## src/rtl/traffic_pkg.sv

```systemverilog
// -----------------------------------------------------------------------------
// traffic_pkg
// Shared encodings for the intersection controller and anything that decodes
// its status outputs: phase codes, approach indices, lamp patterns, and the
// lamp decode used for every approach.
// -----------------------------------------------------------------------------
package traffic_pkg;

    // Phase codes double as the value driven on the 2-bit `phase` output.
    typedef enum logic [1:0] {
        PH_GREEN  = 2'd0,
        PH_YELLOW = 2'd1,
        PH_ALLRED = 2'd2,
        PH_HOLD   = 2'd3
    } phase_t;

    // Approach indices; N->E->S->W is also the service order, so "next
    // approach" is a plain 2-bit increment that wraps W->N.
    localparam logic [1:0] DIR_N = 2'd0;
    localparam logic [1:0] DIR_E = 2'd1;
    localparam logic [1:0] DIR_S = 2'd2;
    localparam logic [1:0] DIR_W = 2'd3;

    // Lamp patterns, {red,yellow,green}, always one-hot.
    localparam logic [2:0] LAMP_RED = 3'b100;
    localparam logic [2:0] LAMP_YEL = 3'b010;
    localparam logic [2:0] LAMP_GRN = 3'b001;

    // Lamp pattern for `approach` when the controller is in phase `ph`
    // serving approach `dir`. Only the served approach can leave red, which
    // is what keeps at most one approach non-red at any time.
    function automatic logic [2:0] lamp_for(input phase_t     ph,
                                            input logic [1:0] dir,
                                            input logic [1:0] approach);
        logic [2:0] lamp;
        lamp = LAMP_RED;
        if (approach == dir) begin
            if (ph == PH_GREEN)
                lamp = LAMP_GRN;
            else if (ph == PH_YELLOW)
                lamp = LAMP_YEL;
        end
        return lamp;
    endfunction

endpackage : traffic_pkg

```

## src/rtl/tick_edge_det.sv

```systemverilog
// -----------------------------------------------------------------------------
// tick_edge_det
// Turns a slow, same-domain square wave into a one-clk-cycle pulse on each of
// its rising edges. The history register resets to 1 so that a level that is
// already high when reset is released is not mistaken for a fresh edge.
//
// Ports:
//   clk    in   system clock
//   rst    in   synchronous active-high reset
//   level  in   square wave, already registered in the clk domain
//   pulse  out  one-cycle pulse, high in the cycle where level rose
// -----------------------------------------------------------------------------
module tick_edge_det (
    input  logic clk,
    input  logic rst,
    input  logic level,
    output logic pulse
);

    logic level_q;

    // NOTE: sequential state uses non-blocking assignments so every register
    // samples the pre-edge values, independent of statement order.
    always_ff @(posedge clk) begin
        if (rst)
            level_q <= 1'b1;
        else
            level_q <= level;
    end

    // The source is already in the clk domain, so no synchronizer is needed.
    assign pulse = level & ~level_q;

endmodule : tick_edge_det

```

## src/rtl/traffic_light_fsm.sv

```systemverilog
// -----------------------------------------------------------------------------
// traffic_light_fsm
// Four-way intersection controller. Serves N->E->S->W in turn; each approach
// gets GREEN, then YELLOW, then an all-red clearance. Timing is counted in
// seconds ticks derived from the divider's 1 Hz square wave, which is only
// ever sampled as data in the clk domain.
//
// Optional feature (macro TRAFFIC_EMERGENCY_EN): `emerg` cuts a green short
// to yellow, and after the clearance parks the intersection in HOLD (all red)
// until `emerg` drops; then a fresh clearance runs and service resumes with
// the next approach. Without the macro `emerg` is ignored and HOLD is
// unreachable.
//
// Ports:
//   clk          in   system clock (50 MHz)
//   rst          in   synchronous active-high reset
//   divided_clk  in   1 Hz square wave from the divider (clk domain)
//   emerg        in   emergency preempt request
//   light_n/e/s/w out {red,yellow,green} lamps per approach, registered
//   active_dir   out  approach being served, 0=N 1=E 2=S 3=W
//   phase        out  0=GREEN 1=YELLOW 2=ALLRED 3=HOLD
//   sec_left     out  ticks remaining in the current phase minus one
// -----------------------------------------------------------------------------
module traffic_light_fsm
    import traffic_pkg::*;
#(
    parameter int GREEN_SEC  = 10,  // 1..255
    parameter int YELLOW_SEC = 3,   // 1..255
    parameter int ALLRED_SEC = 2    // 1..255
) (
    input  logic       clk,
    input  logic       rst,
    input  logic       divided_clk,
    input  logic       emerg,
    output logic [2:0] light_n,
    output logic [2:0] light_e,
    output logic [2:0] light_s,
    output logic [2:0] light_w,
    output logic [1:0] active_dir,
    output logic [1:0] phase,
    output logic [7:0] sec_left
);

    // sec_left holds "remaining minus one", so each phase loads duration-1.
    localparam logic [7:0] GREEN_LOAD  = 8'(GREEN_SEC  - 1);
    localparam logic [7:0] YELLOW_LOAD = 8'(YELLOW_SEC - 1);
    localparam logic [7:0] ALLRED_LOAD = 8'(ALLRED_SEC - 1);

    logic       tick;
    logic       expire;    // tick arriving on the last second of a phase
    logic       count;     // tick arriving with seconds still left

    phase_t     ph_q, ph_d;
    logic [1:0] dir_q, dir_d;
    logic [7:0] sec_q, sec_d;

    tick_edge_det u_tick (
        .clk   (clk),
        .rst   (rst),
        .level (divided_clk),
        .pulse (tick)
    );

    assign expire = tick && (sec_q == 8'd0);
    assign count  = tick && (sec_q != 8'd0);

`ifndef TRAFFIC_EMERGENCY_EN
    // Preemption is compiled out; the input is intentionally left unused.
    logic unused_emerg;
    assign unused_emerg = emerg;
`endif

    // Next-state decode. The registered lamps are derived from this same
    // next state, so lamps and status change on the same edge.
    // NOTE: every always_comb output is given a default before the case so
    // that no path leaves it unassigned, which would infer a latch.
    always_comb begin
        ph_d  = ph_q;
        dir_d = dir_q;
        sec_d = sec_q;

        case (ph_q)
            PH_GREEN: begin
                if (expire) begin
                    ph_d  = PH_YELLOW;
                    sec_d = YELLOW_LOAD;
                end else if (count) begin
                    sec_d = sec_q - 8'd1;
                end
`ifdef TRAFFIC_EMERGENCY_EN
                // Preemption ends green on the very next edge, tick or not.
                if (emerg) begin
                    ph_d  = PH_YELLOW;
                    sec_d = YELLOW_LOAD;
                end
`endif
            end

            // Yellow always runs its full time, preemption or not.
            PH_YELLOW: begin
                if (expire) begin
                    ph_d  = PH_ALLRED;
                    sec_d = ALLRED_LOAD;
                end else if (count) begin
                    sec_d = sec_q - 8'd1;
                end
            end

            PH_ALLRED: begin
                if (expire) begin
                    ph_d  = PH_GREEN;
                    dir_d = dir_q + 2'd1;   // wraps W->N
                    sec_d = GREEN_LOAD;
`ifdef TRAFFIC_EMERGENCY_EN
                    // Stay with the same approach so the resume picks the next one.
                    if (emerg) begin
                        ph_d  = PH_HOLD;
                        dir_d = dir_q;
                        sec_d = 8'd0;
                    end
`endif
                end else if (count) begin
                    sec_d = sec_q - 8'd1;
                end
            end

            default: begin  // PH_HOLD
`ifdef TRAFFIC_EMERGENCY_EN
                if (emerg) begin
                    sec_d = 8'd0;
                end else begin
                    ph_d  = PH_ALLRED;
                    sec_d = ALLRED_LOAD;
                end
`else
                // Unreachable in this build; fall back to a safe clearance.
                ph_d  = PH_ALLRED;
                sec_d = ALLRED_LOAD;
`endif
            end
        endcase
    end

    // Reset parks the controller at the start of W's clearance, so the first
    // green goes to N after ALLRED_SEC ticks. Reset dominates a coincident tick.
    always_ff @(posedge clk) begin
        if (rst) begin
            ph_q    <= PH_ALLRED;
            dir_q   <= DIR_W;
            sec_q   <= ALLRED_LOAD;
            light_n <= LAMP_RED;
            light_e <= LAMP_RED;
            light_s <= LAMP_RED;
            light_w <= LAMP_RED;
        end else begin
            ph_q    <= ph_d;
            dir_q   <= dir_d;
            sec_q   <= sec_d;
            light_n <= lamp_for(ph_d, dir_d, DIR_N);
            light_e <= lamp_for(ph_d, dir_d, DIR_E);
            light_s <= lamp_for(ph_d, dir_d, DIR_S);
            light_w <= lamp_for(ph_d, dir_d, DIR_W);
        end
    end

    assign active_dir = dir_q;
    assign phase      = ph_q;
    assign sec_left   = sec_q;

endmodule : traffic_light_fsm

```

## config.mk

```make
export PLATFORM = sky130hd
export DESIGN_NAME = traffic_light_fsm
export DESIGN_NICKNAME = d
export VERILOG_FILES = /design/src/rtl/traffic_pkg.sv /design/src/rtl/tick_edge_det.sv /design/src/rtl/traffic_light_fsm.sv
export SDC_FILE = /design/constraint.sdc
export NUM_CORES = 1
export LEC_CHECK = 0
export ABC_AREA = 1
export BUFFER_PORTS_ARGS = -buffer_cell sky130_fd_sc_hd__buf_2
export CAP_MARGIN = 20
export CORE_MARGIN = 3
export CORE_UTILIZATION = 40
export CTS_CLUSTER_SIZE = 25
export DETAILED_ROUTE_END_ITERATION = 12
export GPL_TIMING_DRIVEN = 0
export PLACE_DENSITY = 0.73
export SETUP_SLACK_MARGIN = 0.2
export SYNTH_ARGS = -nofsm -noshare
export SYNTH_HDL_FRONTEND = slang
export SYNTH_SLANG_ARGS = --single-unit
```

## constraint.sdc

```tcl
create_clock -name clk -period 2.2 [get_ports clk]
set_input_delay 0.11 -clock clk [delete_from_list [all_inputs] [get_ports clk]]
set_output_delay 0.11 -clock clk [all_outputs]
set_load 0.05 [all_outputs]
```

# After elaboration in Yosys (flattened, before gate mapping)
# Cells that the tools add are included.
dict set report word_totals {
  ram_bits 0
  word_cells 46
  reg_bits 25
  latchBits 0
  out_inout_bits 24
  romBits 0
  input_bits 4
  n_memories 0
}
dict set report op_classes {
  n_eq_ne 6
  mux 13
  shift 0
  add_sub_neg 2
  n_bitwise 6
  n_mul 0
  n_reduce_logical 11
  order_cmp 0
  div 0
}
# operator count
set op_table {}
lappend op_table {{$mux W8} 4}
lappend op_table {{$pmux W8 S3} 1}
lappend op_table {{$mux W2} 5}
lappend op_table {{$logic_not A8 Y1} 1}
lappend op_table {{$reduce_bool A8 Y1} 1}
lappend op_table {{$reduce_or A2 Y1} 4}
lappend op_table {{$sub A8 B1 Y8 const B} 1}
lappend op_table {{$logic_not A2 Y1} 3}
lappend op_table {{$mux W3} 2}
lappend op_table {{$pmux W2 S3} 1}
lappend op_table {{$not A1 Y1} 5}
lappend op_table {{$eq A2 B1 Y1 const B} 2}
lappend op_table {{$eq A2 B2 Y1 const A} 2}
lappend op_table {{$add A2 B1 Y2 const B} 1}
lappend op_table {{$eq A1 B2 Y1 const A} 1}
lappend op_table {{$eq A2 B2 Y1 const B} 1}
lappend op_table {{$logic_and A1 B1 Y1} 2}
lappend op_table {{$and A1 B1 Y1} 1}

# Longest topological paths before layout
# Gate-level depths: netlist of run 1.
dict set report depth {
  depth_word 8
  mapped_depth 10
  ltp_nobuf 10
}

# By module
# A second synthesis of run 1 with hierarchy kept.
dict set report hier_totals {
  hier_cells 137
  area_unflattened_um2 1029.7
}
# mod area_each_um2 n_inst seq_area_each_um2 cells_each
set modules_own_cells {}
lappend modules_own_cells {traffic_light_fsm 992.2 1 480.5 132}
lappend modules_own_cells {tick_edge_det 37.5 1 20.0 5}

# Worst setup path before layout of run 1
# Ideal clock, no wire load.
dict set report synth_path {
  path_type {reg-to-reg}
  from {register sec_q[0], in the netlist sec_left[0]}
  to {register sec_q[2], in the netlist sec_left[2]}
  path_stages_with_launch 9
  slack_ps 346
  synth_period_minus_slack_ps 1854
  n_path_buf 0
  setup_ps 70
  t_arrival_ps 1784
  required_time_ps 2130
  path_cell_list {dfxtp_1 > inv_1 > ha_1 > nand2_2 > nor2_8 > nor2_4 > nand2_1 > or2_1 > a21oi_1}
}
dict set report synth_between {
  elab_chain_len 5
  word_cells_on_any_way 10
  cone_classes {add/sub (1); mux (5); reduce/logical (4)}
}
# item line_no
set synth_lines {}
lappend synth_lines {{start, declared} traffic_light_fsm.sv:55} ;# logic [7:0] sec_q, sec_d;
lappend synth_lines {{start signal, assigned} traffic_light_fsm.sv:150} ;# sec_q <= ALLRED_LOAD;
lappend synth_lines {{start signal, assigned} traffic_light_fsm.sv:158} ;# sec_q <= sec_d;
lappend synth_lines {{parallel branches: the longest is 4 deep, another holds $sub A8 B1 Y8} n/a}
lappend synth_lines {{$pmux W8 S3 (*)} traffic_light_fsm.sv:82} ;# case (ph_q)
# Mark *: on every way between the ends.
# A chain may end at the register's enable or synchronous reset.

# Final worst setup path of run 1
# Ends and elaborated chain as after synthesis.

==> impl_metrics.csv, run 1 <==
group,metric,value,unit
cts,cts_tree,"done",
synthesis,synth_nets,136,
power_and_ir_drop,ir_worst_vdd,0.485,mV
sta,fin_ws,0.552,ns
floorplan,core_region_area,2500,um2
sta,finalHoldViolations,0,
cts,cts_root_buf,"clkbuf_4",
global_route,grt_max_degree,17,
placed_design,io_buffers,26,
routing,totalWireLength,2.00,mm
finish,n_antenna_cell,0,
placed_design,gp_congestion,0.842,
sta,relSlewSlack,82.5,%
cts,cts.htree.levels,1,
global_route,first_global_vias,902,
routing,via_per_inst,4.83,
synthesis,yosysSeqAreaShare,47.2,%
power_and_ir_drop,combPwrFrac,12.4,%
cts,path_clk_slew,0.14,ns
min_path,holdCritStartpoint,"rst",
power_and_ir_drop,p_sw_share,28.0,%
synthesis,synth_cells,131,
finish,area_growth,19.7,%
finish,nets,168,
power_and_ir_drop,power.density,616,nW/um2
power_and_ir_drop,power,0.782,mW
global_route,grt-ovfl-total,0,
synthesis,netlist_area,1060,um2
setup_path,crit_required,2.46,ns
global_route,antenna_found_initial,0,
synthesis,synth_seq_cells,25,
synthesis,syn_avg_cell_area,8.10,um2
power_and_ir_drop,intPower,0.563,mW
synthesis,yosysWarnings,0,
sta,max_freq,607,MHz
power_and_ir_drop,netSwitchingPower,0.219,mW
power_and_ir_drop,pwr-share-seq,59.7,%
power_and_ir_drop,leakagePower,0.580,nW
floorplan,die_x,57.5,um
sta,skew,0.00919,ns
placed_design,place_ws,0.589,ns
floorplan,ioPinCount,28,
sta,finalSetupViolations,0,
floorplan,dieArea,3310,um2
cts,cts_buffers,3,
cts,insertion_delay,0.32,ns
power_and_ir_drop,power.share.clock,27.9,%
routing,drc,0,
setup_path,reg2reg_depth,8,
finish,layout-drive-gt1-share,31.5,%
setup_path,critPathCaptureType,"register",
min_path,hold_end,"phase[0]",
sta,fin_tns_setup,0,ns
finish,fillers,263,
sta,slew_viol_final,0,
status,status,"complete, no violations",
routing,first_pass_iters,4,
routing,ant_nets,0,
setup_path,reg2reg_setup_slack,0.55,ns
sta,rsz0062_at_grt,"false",
min_path,worstHoldPathCells,2,
sta,tightest_slew,0.259,ns
sta,period_minus_slack,1.65,ns
setup_path,cp_max_fo,10,
flow_run,max-cap-violations,0,
placed_design,place_hpwl,1.57,mm
sta,period_share,74.9,%
setup_path,r2r_end,"sec_left[2]",
synthesis,ys_types,22,
setup_path,crit_path_start,"sec_left[0]",
routing,vias,927,
routing,wl_per_cell,10.4,um
setup_path,worst-setup-path-type,"reg2reg",
floorplan,die_h,57.5,um
setup_path,rr_startpoint,"sec_left[0]",
floorplan,initial_core_util,42.4,%
setup_path,critPathLaunchType,"register",
setup_path,critPathArrivalTime,1.91,ns
cts,clk_path_buf_depth,2,
min_path,hp-class,"in2reg",
global_route,grt_pass1_wl,3.64,mm
cts,numClockSinks,25,
floorplan,fp-row-count,18,
routing,drtIter0Drc,20,
global_route,grt_usage,13.8,%
repair_timing:
action / CTS / global route
gates resized for setup: 0 / 0
hold endpoints to repair: 1 / 0
buffers inserted: 0 / 0
hold buffers: 1 / 0
placed cells by master (no fill, tap or decap), types with 4 or more instances in the layout:
cell and n:
inv_2 4, dfxtp_1 25, nor2_1 17, nand3_1 8
buf_2 26, nand4_1 5, nand2_1 24, inv_1 13
nand2_2 8, a21oi_1 7
cells by family (layout without fill, tap and decap cells):
logic type	count (synthesis)	after routing	share of synthesized area (%)
compound gates	11	11	5.66
buf+inv	17	48	6.01
xor+xnor	4	4	3.30
simple gates	73	73	36.7
flops	25	25	47.2
fa+ha+maj	1	1	1.18
worst max path at each step:
stage                              to  slack [ns]  cells after the start
after floorplan           sec_left[2]        0.35                      8
after global placement    sec_left[2]        0.63                      8
after detailed placement  sec_left[2]        0.59                      8
after CTS                 sec_left[2]        0.55                      8
after global routing      sec_left[2]        0.42                      8
final                     sec_left[2]        0.55                      8
metrics by stage:
stage               area, um2  instances  hold slack (ns)  util [%]
floorplan                1060        131            0.182         -
global placement         1230        187            0.308      49.1
detailed placement       1230        187            0.316      49.1
CTS                      1270        192        0.0000895      50.8
global route             1270        192          0.00501      50.8
finish                   1270        192           0.0159      50.8
critical path: stages, from the launching register on:
cell     delay, ns
dfxtp_1       0.39
inv_1         0.08
ha_1          0.25
nand2_2       0.15
nor2_8        0.08
nor2_4        0.20
nand2_1       0.10
or2_1         0.22
a21oi_1       0.11
layer usage:
metal  global-route usage (%)  routed length (um)  share of wire [%]
met5                        0                   0                  0
met4                     2.98                   8               0.40
met3                     5.20                 145                7.3
met2                     25.5                 983                 49
met1                     14.8                 859                 43
power groups by stage:
stage	logic (mW)	clock network, mW	registers [mW]
floorplan	0.0557	0	0.497
global placement	0.0943	0	0.477
detailed placement	0.0960	0	0.477
CTS	0.0978	0.228	0.467
global route	0.107	0.250	0.469
finish	0.0972	0.218	0.467
synthesized netlist by cell type:
cell | count | area, um2
nand2_2 | 8 | 50.1
nor2_2 | 1 | 6.26
nor2_8 | 1 | 20.0
xnor2_1 | 1 | 8.76
nand3_2 | 3 | 30.0
inv_2 | 4 | 15.0
nand3_1 | 8 | 40.0
ha_1 | 1 | 12.5
a21oi_1 | 7 | 35.0
a211oi_1 | 1 | 7.51
xor2_1 | 3 | 26.3
o211ai_1 | 1 | 7.51
nand2_4 | 1 | 11.3
dfxtp_1 | 25 | 500
nand2_1 | 24 | 90.1
o21ai_0 | 2 | 10.0
nand4_1 | 5 | 31.3
or2_1 | 1 | 6.26
inv_1 | 13 | 48.8
nor2_1 | 17 | 63.8
nor2_4 | 3 | 33.8
and2_1 | 1 | 6.26
area by class of cell:
cell class              instances  area [um2]  area share, %
clock inverters                 1        8.76          0.690
multi-input cells              89         497           39.1
clock buffers                   3        22.5           1.77
well taps                      30        37.5           2.96
repair buffers                 27         140           11.0
flip-flops and latches         25         500           39.4
inverters                      17        63.8           5.02
flip-flops by register name (all words and copies together) (netlist names):
name	cells
active_dir	2
u_tick.level_q	1
light_n	3
light_w	3
light_s	3
phase	2
light_e	3
sec_left	8
No activity file was read; power rests on OpenSTA's default activity.
==> inputs of run 2 (changes only) <==
- PLACE_DENSITY: 0.73 -> 0.76
- clock period: 2.2 -> 1.35 ns (I/O delays scaled with it)
==> impl_metrics.csv, run 2 (synthesized netlist as in run 1, its figures left out) <==
group,metric,value,unit
finish,layout_commonest_cell,"buf_2",
setup_path,crit_required,1.61,ns
cts,cts_buffers,3,
finish,layout-drive-gt1-share,59.4,%
global_route,grt_max_degree,16,
power_and_ir_drop,intPower,0.954,mW
sta,skew,0.00699,ns
global_route,antenna_found_initial,0,
sta,finalHoldViolations,0,
setup_path,critPathArrivalTime,1.74,ns
min_path,hp-class,"in2reg",
setup_path,worst-setup-path-type,"reg2reg",
sta,relSlewSlack,71.4,%
routing,via_per_inst,4.91,
floorplan,initial_core_util,42.4,%
floorplan,die_x,57.5,um
finish,largest_reg_flops,8,
setup_path,cp_max_fo,7,
power_and_ir_drop,combPwrFrac,17.7,%
finish,final_core_util,64.0,%
setup_path,reg2reg_setup_slack,-0.13,ns
floorplan,fp-row-count,18,
global_route,grt_usage,15.4,%
placed_design,place_hpwl,1.72,mm
sta,fin_tns_setup,-1.46,ns
placed_design,gp_congestion,0.879,
finish,area_growth,50.8,%
sta,slew_viol_final,0,
power_and_ir_drop,pwr-share-seq,56.9,%
sta,max_freq,678,MHz
floorplan,die_h,57.5,um
power_and_ir_drop,power,1.34,mW
sta,fin_ws,-0.126,ns
cts,path_clk_slew,0.14,ns
power_and_ir_drop,netSwitchingPower,0.385,mW
global_route,grt-ovfl-total,0,
finish,n_antenna_cell,0,
cts,numClockSinks,25,
sta,timing.hold.ws,0.200,ns
sta,period_share,109,%
power_and_ir_drop,power.density,836,nW/um2
routing,vias,1032,
floorplan,ioPinCount,28,
cts,cts_root_buf,"clkbuf_4",
global_route,grt_pass1_wl,4.03,mm
routing,wl_per_cell,12.4,um
sta,rsz0062_at_grt,"true",
routing,drtIter0Drc,17,
placed_design,io_buffers,26,
finish,final_cell_mix,"buf_2, nand2_2, dfxtp_1, nand2_1, buf_4",
status,failed_checks,"negative setup slack",
cts,cts.htree.levels,1,
setup_path,critPathLaunchType,"register",
power_and_ir_drop,p_sw_share,28.7,%
cts,cts_tree,"done",
routing,drc,0,
sta,tightest_slew,0.429,ns
cts,clk_path_buf_depth,2,
floorplan,dieArea,3310,um2
power_and_ir_drop,leakagePower,0.716,nW
setup_path,critPathCaptureType,"register",
status,status,"finished with violations",
global_route,first_global_vias,1017,
routing,totalWireLength,2.61,mm
power_and_ir_drop,power.share.clock,25.4,%
flow_run,max-cap-violations,0,
routing,ant_nets,0,
finish,nets,186,
cts,insertion_delay,0.32,ns
placed_design,place_ws,-0.0755,ns
sta,period_minus_slack,1.48,ns
sta,finalSetupViolations,21,
power_and_ir_drop,ir_worst_vdd,0.588,mV
routing,first_pass_iters,4,
floorplan,core_region_area,2500,um2
## run 2: cell count changes in the layout (fill, tap and decap cells not counted), sizes merged
cell,delta
dlygate4sd3,+1
buf,+16
clkbuf,+1
## run 2: metal layers
metal	vias up	global-route usage, %	share of wire [%]	wire [um]
li1	513	-	-	-
met4	0	5.96	0.54	14
met1	495	16.4	39	1020
met2	22	28.7	56	1470
met5	-	0	0	0
met3	2	3.85	4.4	114
## run 2: layout make-up
type / instances / area [um2]
fillers: 215 / 900
inverters: 17 / 76.3
flip-flops and latches: 25 / 522
well taps: 30 / 37.5
clock buffers: 3 / 22.5
multi-input cells: 89 / 634
repair buffers: 45 / 302
clock inverters: 1 / 6.26
## run 2: timing repair
| action | 4_1_cts | 5_1_grt |
|---|---|---|
| setup endpoints to repair | 24 | 26 |
| setup buffers | 11 | 6 |
| hold buffers | 2 | 0 |
| endpoints found under the hold margin | 2 | 0 |
| gates resized for setup | 21 | 24 |
| pin swaps | 7 | 10 |
## run 2: critical path: stages (launching register included)
cell	delay, ns
dfxtp_4	0.38
inv_4	0.05
ha_4	0.14
nand2_4	0.07
nor2_8	0.19
nand3_2	0.10
nand2_2	0.09
nand2_4	0.09
nor2_4	0.14
nand2_2	0.07
nor2_1	0.09
## run 2: metrics by stage
step | instances | instance area [um2]
finish | 210 | 1600
global route | 210 | 1600
CTS | 204 | 1480
detailed placement | 187 | 1280
global placement | 187 | 1280
floorplan | 131 | 1110
## run 2: worst paths after layout
kind | start | end | depth (start not counted)
max reg2reg | sec_left[1] | light_s[0] | 10
min reg2reg | sec_left[7] | sec_left[7] | 2
min | divided_clk | sec_left[1] | 5
max | sec_left[1] | light_s[0] | 10
## run 2: power groups by stage
| stage | Combinational, mW | Clock [mW] | Sequential (mW) |
|---|---|---|---|
| 2_1_floorplan | 0.0970 | 0 | 0.812 |
| 3_3_place_gp | 0.161 | 0 | 0.777 |
| 3_5_place_dp | 0.166 | 0 | 0.778 |
| 4_1_cts | 0.208 | 0.356 | 0.759 |
| 5_1_grt | 0.254 | 0.385 | 0.763 |
| 6_report | 0.237 | 0.340 | 0.761 |
